--- config.mk ---
export PLATFORM = sky130hd
export DESIGN_NAME = status_led_sched
export DESIGN_NICKNAME = d
export VERILOG_FILES = /design/src/rtl/status_led_pkg.sv /design/src/rtl/led_tick_gen.sv /design/src/rtl/status_led_sched.sv
export SDC_FILE = /design/constraint.sdc
export NUM_CORES = 1
export LEC_CHECK = 0
export ABC_CLOCK_PERIOD_IN_PS = 2480
export CAP_MARGIN = 20
export CELL_PAD_IN_SITES_DETAIL_PLACEMENT = 0
export CELL_PAD_IN_SITES_GLOBAL_PLACEMENT = 2
export CORE_ASPECT_RATIO = 0.6
export CORE_MARGIN = 1
export CORE_UTILIZATION = 32
export DETAILED_ROUTE_END_ITERATION = 7
export PLACE_DENSITY = 0.85
export SETUP_SLACK_MARGIN = 0.5
export SLEW_MARGIN = 25
export SYNTH_ARGS = -nofsm -noshare
export SYNTH_HDL_FRONTEND = slang
export SYNTH_SLANG_ARGS = --single-unit
--- constraint.sdc ---
create_clock -name clk -period 2.48 [get_ports clk]
set_input_delay 0.496 -clock clk [delete_from_list [all_inputs] [get_ports clk]]
set_output_delay 0.496 -clock clk [all_outputs]
set_load 0.1 [all_outputs]
--- src/rtl/status_led_pkg.sv ---
// status_led_pkg
//   Shared types and default timing for the status LED scheduler.
//   state_t       : sequencer states (idle, pulse on, pulse off, gap, finish)
//   TON_DEF       : default ticks the LED stays lit per pulse
//   TOFF_DEF      : default ticks the LED stays dark between pulses
//   TGAP_DEF      : default ticks of trailing gap (also solid-on length for code 0)
package status_led_pkg;

    typedef enum logic [2:0] {
        S_IDLE = 3'd0,
        S_ON   = 3'd1,
        S_OFF  = 3'd2,
        S_GAP  = 3'd3,
        S_FIN  = 3'd4
    } state_t;

    localparam int TON_DEF  = 2;
    localparam int TOFF_DEF = 2;
    localparam int TGAP_DEF = 8;

    function automatic int max3(input int a, input int b, input int c);
        int m;
        m = (a > b) ? a : b;
        return (m > c) ? m : c;
    endfunction

endpackage

--- src/rtl/led_tick_gen.sv ---
// led_tick_gen
//   Free-running prescaler; produces a one-cycle tick every 2**DIVW clocks.
//   clk      in  clock
//   reset_n  in  asynchronous active-low reset (counter cleared)
//   tick     out high for one cycle when the counter is all ones
module led_tick_gen #(
    parameter int DIVW = 10
) (
    input  logic clk,
    input  logic reset_n,
    output logic tick
);

    logic [DIVW-1:0] cnt_q;

    always_ff @(posedge clk or negedge reset_n) begin
        if (!reset_n) begin
            cnt_q <= '0;
        end else begin
            cnt_q <= cnt_q + DIVW'(1);
        end
    end

    assign tick = &cnt_q;

endmodule

--- src/rtl/status_led_sched.sv ---
// status_led_sched
//   Shares one user LED between NREQ status requesters. A fixed-priority
//   arbiter (index 0 highest) picks an owner; the owner's code N is shown as
//   N pulses followed by a dark gap. Code 0 is shown as a solid-on period
//   followed by the gap. The owner keeps the LED for the whole sequence.
//
//   Handshake: req[i] is a level request. Once granted, the sequence always
//   runs to completion; done[i] pulses for one cycle at the end, and grant
//   drops in that same cycle. The requester may deassert req[i] on seeing
//   done[i]; if req[i] is still high, the sequence repeats after one idle cycle.
//
//   clk       in  clock
//   reset_n   in  asynchronous active-low reset
//   req       in  [NREQ]       level requests
//   code      in  [NREQ*CNTW]  code[i*CNTW +: CNTW] = pulse count for req i
//   grant     out [NREQ]       one-hot owner, zero when idle/finishing
//   done      out [NREQ]       one-cycle end-of-sequence pulse for the owner
//   busy      out              sequence in progress
//   ULED      out              LED drive, 1 = lit
//   state_dbg out              current sequencer state
module status_led_sched
    import status_led_pkg::*;
#(
    parameter int NREQ = 4,
    parameter int DIVW = 10,
    parameter int CNTW = 3,
    parameter int TON  = TON_DEF,
    parameter int TOFF = TOFF_DEF,
    parameter int TGAP = TGAP_DEF
) (
    input  logic                 clk,
    input  logic                 reset_n,
    input  logic [NREQ-1:0]      req,
    input  logic [NREQ*CNTW-1:0] code,
    output logic [NREQ-1:0]      grant,
    output logic [NREQ-1:0]      done,
    output logic                 busy,
    output logic                 ULED,
    output state_t               state_dbg
);

    localparam int TMAX = max3(TON, TOFF, TGAP);
    localparam int TW   = $clog2(TMAX + 1);
    localparam int OW   = (NREQ > 1) ? $clog2(NREQ) : 1;

    logic            tick;
    state_t          state_q, state_d;
    logic [OW-1:0]   owner_q, owner_d;
    logic [CNTW-1:0] pulse_q, pulse_d;
    logic [TW-1:0]   tcnt_q, tcnt_d;
    logic            req_any;
    logic [OW-1:0]   req_idx;
    logic [NREQ-1:0] grant_d, done_d;
    logic            busy_d, uled_d;
    logic [NREQ-1:0] grant_q, done_q;
    logic            busy_q, uled_q;

    led_tick_gen #(.DIVW(DIVW)) u_tick (
        .clk     (clk),
        .reset_n (reset_n),
        .tick    (tick)
    );

    // Fixed priority: scan from the top so the lowest set index wins.
    always_comb begin
        req_any = |req;
        req_idx = '0;
        for (int i = NREQ - 1; i >= 0; i--) begin
            if (req[i]) req_idx = OW'(i);
        end
    end

    // State register plus registered outputs.
    always_ff @(posedge clk or negedge reset_n) begin
        if (!reset_n) begin
            state_q <= S_IDLE;
            owner_q <= '0;
            pulse_q <= '0;
            tcnt_q  <= '0;
            grant_q <= '0;
            done_q  <= '0;
            busy_q  <= 1'b0;
            uled_q  <= 1'b0;
        end else begin
            state_q <= state_d;
            owner_q <= owner_d;
            pulse_q <= pulse_d;
            tcnt_q  <= tcnt_d;
            grant_q <= grant_d;
            done_q  <= done_d;
            busy_q  <= busy_d;
            uled_q  <= uled_d;
        end
    end

    // Next-state logic. Each timed state leaves on the tick that completes
    // its tick count, so every state after the first ON is tick-aligned.
    always_comb begin
        state_d = state_q;
        owner_d = owner_q;
        pulse_d = pulse_q;
        case (state_q)
            S_IDLE: begin
                if (req_any) begin
                    state_d = S_ON;
                    owner_d = req_idx;
                    // Code is captured once; later changes are ignored.
                    pulse_d = code[req_idx*CNTW +: CNTW];
                end
            end
            S_ON: begin
                if (tick) begin
                    if (pulse_q == '0) begin
                        if (tcnt_q == TW'(TGAP - 1)) state_d = S_GAP;
                    end else if (tcnt_q == TW'(TON - 1)) begin
                        state_d = S_OFF;
                    end
                end
            end
            S_OFF: begin
                if (tick && (tcnt_q == TW'(TOFF - 1))) begin
                    pulse_d = pulse_q - CNTW'(1);
                    state_d = (pulse_q == CNTW'(1)) ? S_GAP : S_ON;
                end
            end
            S_GAP: begin
                if (tick && (tcnt_q == TW'(TGAP - 1))) state_d = S_FIN;
            end
            S_FIN: begin
                state_d = S_IDLE;
            end
            default: begin
                state_d = S_IDLE;
            end
        endcase

        // Tick timer restarts on every state change and never runs in IDLE/FIN.
        tcnt_d = tcnt_q;
        if ((state_d != state_q) || (state_q == S_IDLE) || (state_q == S_FIN)) begin
            tcnt_d = '0;
        end else if (tick) begin
            tcnt_d = tcnt_q + TW'(1);
        end
    end

    // Output decode from the next state so the outputs register in step
    // with the state they describe.
    always_comb begin
        grant_d = '0;
        done_d  = '0;
        busy_d  = (state_d != S_IDLE);
        uled_d  = (state_d == S_ON);
        if ((state_d == S_ON) || (state_d == S_OFF) || (state_d == S_GAP)) begin
            grant_d = NREQ'(1) << owner_d;
        end
        if (state_d == S_FIN) begin
            done_d = NREQ'(1) << owner_d;
        end
    end

    assign grant     = grant_q;
    assign done      = done_q;
    assign busy      = busy_q;
    assign ULED      = uled_q;
    assign state_dbg = state_q;

endmodule

==> results.sh <==
export IMPL_area_delta_synth_final_pct=47.9
export IMPL_setup_viol=0
export IMPL_synthTopCellsByArea="dfrtp_1 (51%), ha_1 (4.8%), nor2_1 (4.0%), xor2_1 (3.9%), nor3_1 (3.5%)"
export IMPL_crit_fanout=7
export IMPL_total_power_mw=1.29
export IMPL_p_per_area_mw_per_mm2=551
export IMPL_remaining_drc_errors=0
export IMPL_fp_dieH_um=56.4
export IMPL_cp_data_arrival_time_ns=2.08
export IMPL_ys_flop_type="dfrtp_1"
export IMPL_r2r_cells=8
export IMPL_finalHoldViolations=0
export IMPL_cts_buffers=5
export IMPL_num_vias=1273
export IMPL_ys_async_sr_fraction=1.00
export IMPL_startpoint_type="input pin"
export IMPL_htree_num_levels=2
export IMPL_synth_seq_area_share=0.507
export IMPL_port_buffers=30
export IMPL_io_pins=31
export IMPL_cts_num_sinks=32
export IMPL_cts_hold_buf=0
export IMPL_fin_tns_setup_ns=0
export IMPL_coreArea_mm2=0.00466
export IMPL_hp_class="reg -> reg"
export IMPL_cap_violations=0
export IMPL_antenna_found_initial=0
export IMPL_syn_nets=170
export IMPL_rsz0062_at_grt="yes"
export IMPL_routed_wl_mm=3.96
export IMPL_period_needed_ns=1.94
export IMPL_stdcell_area_mm2=0.00234
export IMPL_critical_path_class="in -> reg"
export IMPL_cp_end_kind="flip-flop"
export IMPL_ys_seq_elements=32
export IMPL_slew_headroom=0.675
export IMPL_syn_area_per_cell_um2=10.8
export IMPL_cp_required_ns=2.63
export IMPL_final_nets=222
export IMPL_grt_pass1_vias=1238
export IMPL_synthCells=146
export IMPL_antenna_cells=0
export IMPL_syn_area_mm2=0.00158
export IMPL_outcome="finished clean"
export IMPL_timing_fmax_mhz=516
export IMPL_grt_pass1_wl_mm=6.24
export IMPL_cts_buffer_depth=2
export IMPL_synth_top_area_cell="dfrtp_1"
export IMPL_die_w_um=92.7
export IMPL_synth_edff_count=0
export IMPL_total_leakage_power_nw=1.05
export IMPL_worstHoldPathCells=1
export IMPL_nFillCells=440
export IMPL_synth_top_area_share=0.507
export IMPL_dr_pass1_iters=4
export IMPL_rows=19
export IMPL_max_vdd_ir_drop_mv=0.390
export IMPL_grt_max_degree=33
export IMPL_vias_per_cell=4.86
export IMPL_antenna_left=0
export IMPL_floorplan_initialDensity=0.339
export IMPL_tightest_slew_ns=0.484
export IMPL_drive_above_1_share=0.352
export IMPL_grt_total_usage=0.160
export IMPL_gr_total_overflow=0
export IMPL_finalCritPeriodShare=0.781
export IMPL_drt_iter0_drc=41
export IMPL_clock_latency_ns=0.28
export IMPL_dp_hpwl_mm=2.74
export IMPL_cts_root_buf="clkbuf_8"
export IMPL_synth_distinct_cells=36
export IMPL_fin_skew_ns=0.00472
export IMPL_path_clk_slew_ns=0.06
export IMPL_ys_warnings_count=0
export IMPL_die_area_mm2=0.00523
export IMPL_routabilityCongestion=0.796
export IMPL_drt_wirelength_per_cell_um=15.1
export IMPL_cts_tree="built"
export IMPL_place_area_mm2=0.00196
export IMPL_final_max_slew_viol_count=0
## cell usage in the layout (no fill, tap or decap), types with 3 or more instances in the layout
| cell | n |
|---|---|
| or3_1 | 3 |
| a21oi_1 | 6 |
| clkbuf_8 | 6 |
| nor2_1 | 15 |
| dfrtp_1 | 26 |
| nor3_1 | 10 |
| buf_4 | 28 |
| clkdlybuf4s50_1 | 16 |
| nand2_1 | 7 |
| nand3b_1 | 3 |
| ha_1 | 4 |
| xnor2_1 | 4 |
| xor2_1 | 7 |
| nand3_1 | 5 |
| inv_1 | 10 |
| dfrtp_2 | 4 |
## critical path, stage by stage
cell and delay, ns:
clkdlybuf4s50_1 0.52, nor2_2 0.21, a21oi_2 0.11, a21o_4 0.23, nor4_2 0.28, buf_4 0.19
nor3_1 0.05
## through the flow
stage          std cells  hold WS, ns  setup WS [ns]  utilization
5_1_grt              262        0.549          0.480        0.501
6_report             262        0.529          0.544        0.501
4_1_cts              250        0.530          0.498        0.454
2_1_floorplan        146        0.200          0.546            -
3_3_place_gp         241        0.452          0.140        0.420
3_5_place_dp         241        0.469        0.00628        0.420
## kinds of logic (layout without fill, tap and decap cells)
logic type / Yosys count / in the layout / synth area share
buffers and inverters: 12 / 65 / 0.0285
xor gates and xnor gates: 11 / 11 / 0.0610
and+or+nand+nor: 61 / 61 / 0.229
adders and majority gates: 6 / 6 / 0.0475
muxes: 3 / 3 / 0.0349
DFF: 32 / 32 / 0.507
AOI/OAI and AO/OA: 21 / 21 / 0.0919
## registers in the layout, summed over array words and instances (netlist names)
signal,flops
u_tick.cnt_q,10
done,4
grant,4
tcnt_q,4
pulse_q,3
state_dbg,3
owner_q,2
ULED,1
busy,1
## cell usage after synthesis, types with 2 or more instances
cell type,count
mux4_2,2
dfrtp_1,32
ha_1,6
nand3b_1,3
xor2_1,7
nor3_1,11
nand2_1,7
nand3_1,5
a21oi_1,10
o22ai_1,2
xnor2_1,4
a311oi_1,2
nor2_1,17
nand2b_1,3
or3_1,4
inv_1,11
## power by group
part	internal [mW]	leakage (nW)	switching [mW]	total [mW]
registers	0.555	0.396	0.0153	0.570
logic	0.0959	0.611	0.204	0.300
clock network	0.225	0.0445	0.192	0.417
## timing repair
action	4_1_cts	5_1_grt
buffers inserted	1	12
setup endpoints to repair	13	14
pin swaps	1	8
gates resized for setup	10	25
## layout make-up
type                       instances  area [um^2]  share of cell area
clock buffer                       7         86.3              0.0370
multi-input combinational        102          915               0.392
clock inverter                     1         7.51             0.00321
timing repair buffer              46          394               0.169
sequential                        32          813               0.348
tap                               63         78.8              0.0337
inverter                          11         41.3              0.0177
## final timing paths
check	start	endpoint	slack, ns
setup / recovery	req[0]	grant[2]	0.54
hold reg to reg	u_tick.cnt_q[0]	u_tick.cnt_q[1]	0.53
max in group asynchronous	reset_n	state_dbg[2]	1.54
hold / removal	u_tick.cnt_q[0]	u_tick.cnt_q[1]	0.53
min in group asynchronous	reset_n	u_tick.cnt_q[0]	0.61
setup reg to reg	tcnt_q[1]	grant[2]	0.55
## per-layer routing
| layer | GRT usage | wire length, um | share of wire | up-vias |
|---|---|---|---|---|
| met2 | 0.249 | 1920 | 0.48 | 20 |
| li1 | - | - | - | 624 |
| met5 | 0 | 0 | 0 | - |
| met4 | 0.0396 | 27 | 0.0068 | 0 |
| met3 | 0.0488 | 126 | 0.032 | 5 |
| met1 | 0.218 | 1880 | 0.48 | 624 |
No activity file was read; power rests on OpenSTA's default activity.
